## config.mk

```make
export PLATFORM = sky130hd
export DESIGN_NAME = memory_stage
export DESIGN_NICKNAME = d
export VERILOG_FILES = /design/src/rtl/memory_stage.sv
export SDC_FILE = /design/constraint.sdc
export NUM_CORES = 1
export LEC_CHECK = 0
export ABC_CLOCK_PERIOD_IN_PS = 2550
export CORE_AREA = 2 2 132 102
export CTS_BUF_LIST = sky130_fd_sc_hd__clkbuf_4 sky130_fd_sc_hd__clkbuf_8
export CTS_CLUSTER_DIAMETER = 150
export DETAILED_ROUTE_END_ITERATION = 10
export DIE_AREA = 0 0 134 104
export DONT_BUFFER_PORTS = 1
export PLACE_DENSITY = 0.51
export RECOVER_POWER = 100
export SLEW_MARGIN = 25
export SYNTH_ARGS = -nofsm -noshare
export SYNTH_HDL_FRONTEND = slang
export SYNTH_SLANG_ARGS = --single-unit
```

## constraint.sdc

```tcl
create_clock -name clock -period 2.55 [get_ports clock]
set_input_delay 0.51 -clock clock [delete_from_list [all_inputs] [get_ports clock]]
set_output_delay 0.51 -clock clock [all_outputs]
set_load 0.1 [all_outputs]
```

## src/rtl/memory_stage.sv

```systemverilog
// memory_stage -- MEM pipeline stage plus the MEM/WB pipeline register.
//
// Runs loads and stores from the EX/MEM register on a req/ack data-memory bus.
// While an access is outstanding it stalls the upstream pipeline and injects
// bubbles into MEM/WB, so each instruction writes back exactly once.
//
// Optional feature: define MEM_TIMEOUT_EN to abort a WAIT that lasts
// TIMEOUT_CYCLES cycles. The abort pulses me_BusErr and writes back zero load
// data. Without the macro, WAIT is unbounded and me_BusErr is tied low.
//
// Ports:
//   clock, reset        rising-edge clock; asynchronous active-high reset
//   ex_*                EX/MEM register outputs (held stable while me_Stall=1)
//   dm_Req/We/Addr/WrData  data-memory request (combinational)
//   dm_Ack, dm_RdData   memory completion and load data (same cycle)
//   me_Stall            freezes PC, IF/ID, ID/EX and EX/MEM
//   me_Data, me_RegDest, me_RegWriteSel, me_MemRegSel  MEM/WB register
//   wr_Data             write-back value and forwarding source
//   me_BusErr           one-cycle pulse on timeout abort
module memory_stage #(
  parameter int TIMEOUT_CYCLES = 16,
  parameter int TO_W           = 5
) (
  input  logic        clock,
  input  logic        reset,
  input  logic        ex_MemWr,
  input  logic        ex_MemRd,
  input  logic [31:0] ex_ALUOut,
  input  logic [31:0] ex_OpB_pre,
  input  logic [4:0]  ex_RegDest,
  input  logic        ex_MemRegSel,
  input  logic        ex_RegWriteSel,
  output logic        dm_Req,
  output logic        dm_We,
  output logic [31:0] dm_Addr,
  output logic [31:0] dm_WrData,
  input  logic        dm_Ack,
  input  logic [31:0] dm_RdData,
  output logic        me_Stall,
  output logic [31:0] me_Data,
  output logic [4:0]  me_RegDest,
  output logic        me_RegWriteSel,
  output logic        me_MemRegSel,
  output logic [31:0] wr_Data,
  output logic        me_BusErr
);

  // The timeout counter must be able to hold TIMEOUT_CYCLES.
  if ((1 << TO_W) <= TIMEOUT_CYCLES) begin : g_bad_timeout_cfg
    $error("memory_stage: TO_W too narrow for TIMEOUT_CYCLES");
  end

  typedef enum logic {S_IDLE, S_WAIT} state_t;

  state_t      state, state_nxt;
  logic        mem_op;
  logic        req_c;
  logic        stall_c;
  logic        abort_c;
  logic        timeout_hit;
  logic [31:0] me_LoadData;

  assign mem_op    = ex_MemRd | ex_MemWr;
  // A simultaneous read+write is issued as a write.
  assign dm_We     = ex_MemWr;
  assign dm_Addr   = ex_ALUOut;
  assign dm_WrData = ex_OpB_pre;

`ifdef MEM_TIMEOUT_EN
  logic [TO_W-1:0] to_cnt;

  assign timeout_hit = (to_cnt == TO_W'(TIMEOUT_CYCLES));

  // Cleared every IDLE cycle, so it starts at zero on entry to WAIT.
  always_ff @(posedge clock or posedge reset) begin
    if (reset) begin
      to_cnt    <= '0;
      me_BusErr <= 1'b0;
    end else begin
      me_BusErr <= abort_c;
      if (state == S_IDLE)
        to_cnt <= '0;
      else if (!dm_Ack && !timeout_hit)
        to_cnt <= to_cnt + 1'b1;
    end
  end
`else
  assign timeout_hit = 1'b0;
  assign me_BusErr   = 1'b0;
`endif

  always_ff @(posedge clock or posedge reset) begin
    if (reset) state <= S_IDLE;
    else       state <= state_nxt;
  end

  always_comb begin
    state_nxt = state;
    req_c     = 1'b0;
    stall_c   = 1'b0;
    abort_c   = 1'b0;
    case (state)
      S_IDLE: begin
        req_c = mem_op;
        // dm_Ack without mem_op is a stray ack and is ignored.
        if (mem_op && !dm_Ack) begin
          stall_c   = 1'b1;
          state_nxt = S_WAIT;
        end
      end
      S_WAIT: begin
        req_c = mem_op;
        if (dm_Ack) begin
          // Ack wins over a coincident timeout.
          state_nxt = S_IDLE;
        end else if (timeout_hit) begin
          req_c     = 1'b0;
          abort_c   = 1'b1;
          state_nxt = S_IDLE;
        end else begin
          stall_c = 1'b1;
        end
      end
      default: state_nxt = S_IDLE;
    endcase
  end

  // Gated by reset so the bus and the pipeline are released as soon as reset
  // asserts, even while EX/MEM still presents the interrupted access.
  assign dm_Req   = req_c & ~reset;
  assign me_Stall = stall_c & ~reset;

  // MEM/WB register: capture on every non-stalled cycle; bubble otherwise.
  always_ff @(posedge clock or posedge reset) begin
    if (reset) begin
      me_Data        <= '0;
      me_LoadData    <= '0;
      me_RegDest     <= '0;
      me_RegWriteSel <= 1'b0;
      me_MemRegSel   <= 1'b0;
    end else if (stall_c) begin
      me_RegWriteSel <= 1'b0;
      me_MemRegSel   <= 1'b0;
    end else begin
      me_Data        <= ex_ALUOut;
      me_RegDest     <= ex_RegDest;
      me_RegWriteSel <= ex_RegWriteSel;
      me_MemRegSel   <= ex_MemRegSel;
      if (abort_c)
        me_LoadData <= '0;
      else if (ex_MemRd)
        me_LoadData <= dm_RdData;
    end
  end

  // Selected from registers only: no combinational path from dm_* to here.
  assign wr_Data = me_MemRegSel ? me_LoadData : me_Data;

endmodule

```

# == After elaboration in Yosys (flattened, before gate mapping) ==
# Index checks and enable logic that the tools add are counted.
# classes
n_bitwise,6
reduce_logical,3
eq_ne,0
magnitude_cmp,0
shift,0
div,0
addsub,0
n_mux,6
mul,0
# ops
op,count
$mux 32,1
$mux 1,4
$not 1->1,3
$and 1x1->1,2
$pmux 1 s2,1
$reduce_and 2->1,1
$logic_and 1x1->1,1
$logic_not 1->1,1
$or 1x1->1,1
# word_totals
out_inout_bits,139
latchBits,0
n_memories,0
mem_bits_ro,0
elab_cells,21
in_bits,108
ram_bits,0
ff_bits,72

# == Depth between registers and ports, before layout ==
# depth
ltp_word,6
depth_mapped,4
mapped_depth_nobuf,2

# == Least setup slack after synthesis ==
# No wires, ideal clock.
# synth_path
path_kind,input port to output port
start,input ex_MemRd
end,output me_Stall
path_buffers,2
arrival_time_ns,2.943
slack_ns,-0.903
required_ns,2.040
path_stages,4
path_cell_list,buf_2 -> nor3_2 -> buf_2 -> nor3_1
# synth_via
elab_chain_cells,5
# synth_lines
element,line_no,source
"start, declared",27,"input logic ex_MemRd,"
$or 1x1->1,63,assign mem_op = ex_MemRd | ex_MemWr;
$logic_and 1x1->1,106,if (mem_op && !dm_Ack) begin
$mux 1,106,
$pmux 1 s2,102,case (state)
$and 1x1->1,131,assign me_Stall = stall_c & ~reset;
"end, declared",39,"output logic me_Stall,"
# Every way passes these cells.

# == Worst setup path in the final report ==
# layout_path
start,register me_MemRegSel
end,output wr_Data[3]
# layout_via
elab_chain_cells,1
# layout_lines
element,line_no,source
"start, declared",43,"output logic me_MemRegSel,"
"start signal, assigned",148,me_MemRegSel <= ex_MemRegSel;
$mux 32,157,assign wr_Data = me_MemRegSel ? me_LoadData : me_Data;
"end, declared",44,"output logic [31:0] wr_Data,"
# Every way passes these cells.

==> impl_metrics.env <==
export IMPL_run_status="finished, violations left"
export IMPL_failed_checks="max-capacitance violations, max-slew violations"
export IMPL_drv_slew=35
export IMPL_fillers=1311
export IMPL_overall_overflow_remaining_after_global_route=0
export IMPL_first_pass_grt_wire_length_mm=16.5
export IMPL_drcViolationCount=0
export IMPL_synth_area_leaders="dfrtp_1 42%, buf_4 12%, mux2_2 8.9%"
export IMPL_core_um2=12700
export IMPL_via_count=2710
export IMPL_end_kind="output pin"
export IMPL_drive_gt1_frac=0.148
export IMPL_skew_final_ps=5.71
export IMPL_dieWidth_um=134
export IMPL_crit_path_max_fanout=22
export IMPL_worst_endpoint_arrival_ps=1750
export IMPL_routabilityCongestion=0.724
export IMPL_timing_critical_path_required_ps=2040
export IMPL_tightest_slew_ps=1550
export IMPL_ys_top_cells_by_count="72 x dfrtp_1, 67 x buf_4, 37 x nand2_1, 37 x nand2b_1, 37 x or4b_1"
export IMPL_min_delay_start="dm_Ack"
export IMPL_floorplan_die_area_um2=13900
export IMPL_finalWorstPathRequiredPeriod_ps=2260
export IMPL_buffer_depth_of_the_longest_clock_path=2
export IMPL_synth_edff_count=0
export IMPL_vdd_ir_drop_worst_mv=0.371
export IMPL_slew_headroom=-0.0380
export IMPL_hold_ws_ps=250
export IMPL_syn_cell_area_um2=4310
export IMPL_worst_r2r_path_depth=3
export IMPL_critical_path_startpoint="me_MemRegSel"
export IMPL_gate_count_post_synth=391
export IMPL_wl_per_cell_um=19.7
export IMPL_port_buffers=0
export IMPL_post_detailed_route_count_of_antenna_violating_nets=0
export IMPL_class_of_the_most_critical_hold_timing_path="primary input to register"
export IMPL_total_of_cells_resized_after_clock_tree_synthesis=0
export IMPL_clock_insertion_delay_worst_skew_ps=350
export IMPL_syn_area_per_cell_um2=11.0
export IMPL_initial_antenna_violation_count=0
export IMPL_design_portCount=247
export IMPL_area_growth_synth_to_final_pct=-1.74
export IMPL_start_kind="register"
export IMPL_timing_worst_setup_path_type="register to output pin"
export IMPL_place_detailed_hpwl_mm=6.97
export IMPL_synthesis_nets=499
export IMPL_fp_row_count=36
export IMPL_achievable_frequency_mhz=443
export IMPL_yosys_most_used_dff="dfrtp_1"
export IMPL_p_per_area_nw_per_um2=901
export IMPL_reg2reg_slack_ps=550
export IMPL_cts_tree="built"
export IMPL_detailedRoute_firstPassIterationCount=4
export IMPL_rsz0062_at_grt="no"
export IMPL_timing_max_cap_violations=1
export IMPL_clock_sinks=72
export IMPL_postCtsSetupBuffers=0
export IMPL_diode_count=0
export IMPL_path_clk_slew_ps=80
export IMPL_gr_usage_all_layers=0.152
export IMPL_power_leakage_nw=1.63
export IMPL_dpl_instance_area_um2=4290
export IMPL_min_to="state"
export IMPL_fin_util=0.335
export IMPL_regToRegEndpoint="me_Data[20]"
export IMPL_most_numerous_cell_in_the_yosys_netlist="dfrtp_1"
export IMPL_setup_total_negative_slack_ps=0
export IMPL_ys_types=20
export IMPL_synth_top_area_share=0.418
export IMPL_timing_rr_start="state"
export IMPL_nets=460
export IMPL_async_flop_share=1.00
export IMPL_total_power_w=0.00382
export IMPL_initial_core_utilization=0.341
export IMPL_hold_violations=0
export IMPL_worstHoldPathCells=1
export IMPL_synth_largest_area_cell="dfrtp_1"
export IMPL_synthesis_yosys_warnings=0
export IMPL_detail_route_wirelength_mm=10.4
export IMPL_root_buffer="clkbuf_8"
export IMPL_ys_seq_area_frac=0.418
export IMPL_hold_buffers=0
export IMPL_ys_seq_elements=72
export IMPL_period_share=0.886
export IMPL_drt_iter0_markers=89
export IMPL_first_global_vias=2885
export IMPL_die_h_um=104
export IMPL_finalSetupViolations=0
export IMPL_postLayoutCellArea_um2=4240
export IMPL_viasPerCell=5.13
export IMPL_cts_buffers_inserted=9
export IMPL_grt_start_max_net_pins=80
export IMPL_h_tree_depth=3
==> registers in the layout, summed over array words and instances (netlist names) <==
name	flops
me_RegDest	5
me_MemRegSel	1
me_RegWriteSel	1
me_LoadData	32
me_Data	32
state	1
==> cell type report <==
class	count	area (um^2)	area share
inverters	1	5.00	0.00118
clock buffers	11	151	0.0357
clock inverters	5	55.1	0.0130
well taps	171	214	0.0505
multi-input cells	221	1800	0.425
flip-flops and latches	72	1800	0.425
repair buffers	47	208	0.0490
==> metal layers <==
metal | GRT usage | part of all wire | vias to the layer above
li1 | - | - | 1235
met1 | 0.195 | 0.44 | 1335
met2 | 0.234 | 0.45 | 122
met3 | 0.0643 | 0.092 | 18
met4 | 0.0388 | 0.012 | 0
met5 | 0 | 0 | -
==> worst max-delay path, cell delays in order, from the launching register on <==
cell     delay (ps)
dfrtp_2         570
buf_12          240
mux2_2          580
==> per-stage QoR <==
step	setup WS, ps	instances
2_1_floorplan	4.85	391
3_3_place_gp	669	512
3_5_place_dp	649	512
4_1_cts	242	528
5_1_grt	192	528
6_report	290	528
==> worst max-delay path by stage <==
stage / to / slack, ps / cells after the start
global route: me_Stall / 190 / 3
CTS: wr_Data[26] / 240 / 2
detailed placement: wr_Data[26] / 650 / 2
floorplan: dm_Req / 5 / 3
global placement: wr_Data[29] / 670 / 2
finish: wr_Data[3] / 290 / 2
==> logic make-up (layout without fill, tap and decap cells) <==
family	count (synthesis)	in the layout	synth area share
buffers and inverters	98	64	0.155
muxes	64	64	0.167
and+or+nand+nor	117	117	0.179
AOI/OAI and AO/OA	39	39	0.0795
DFF	72	72	0.418
other	1	1	0.000869
==> cells in the final DEF, fill, tap and decap left out <==
cell	instances
dfrtp_1	71
clkbuf_1	40
mux2_1	39
nand2_1	38
nand2b_1	37
or4b_1	37
o211ai_1	36
mux2_2	25
clkbuf_8	11
clkbuf_2	3
nor2_1	2
o21a_1	2
clkinvlp_4	2
clkinv_2	2
buf_4	2
nor3_1	1
o211ai_2	1
nor3_4	1
nor2_2	1
clkinvlp_2	1
conb_1	1
bufinv_16	1
dfrtp_2	1
buf_12	1
clkbuf_4	1
==> report_power, final <==
part           leakage [nW]  switching, W  internal [W]
logic                 0.669       0.00127      0.000215
clock network         0.101      0.000443      0.000502
registers             0.856      0.000102       0.00128
Power figures use the tool's default switching activity.
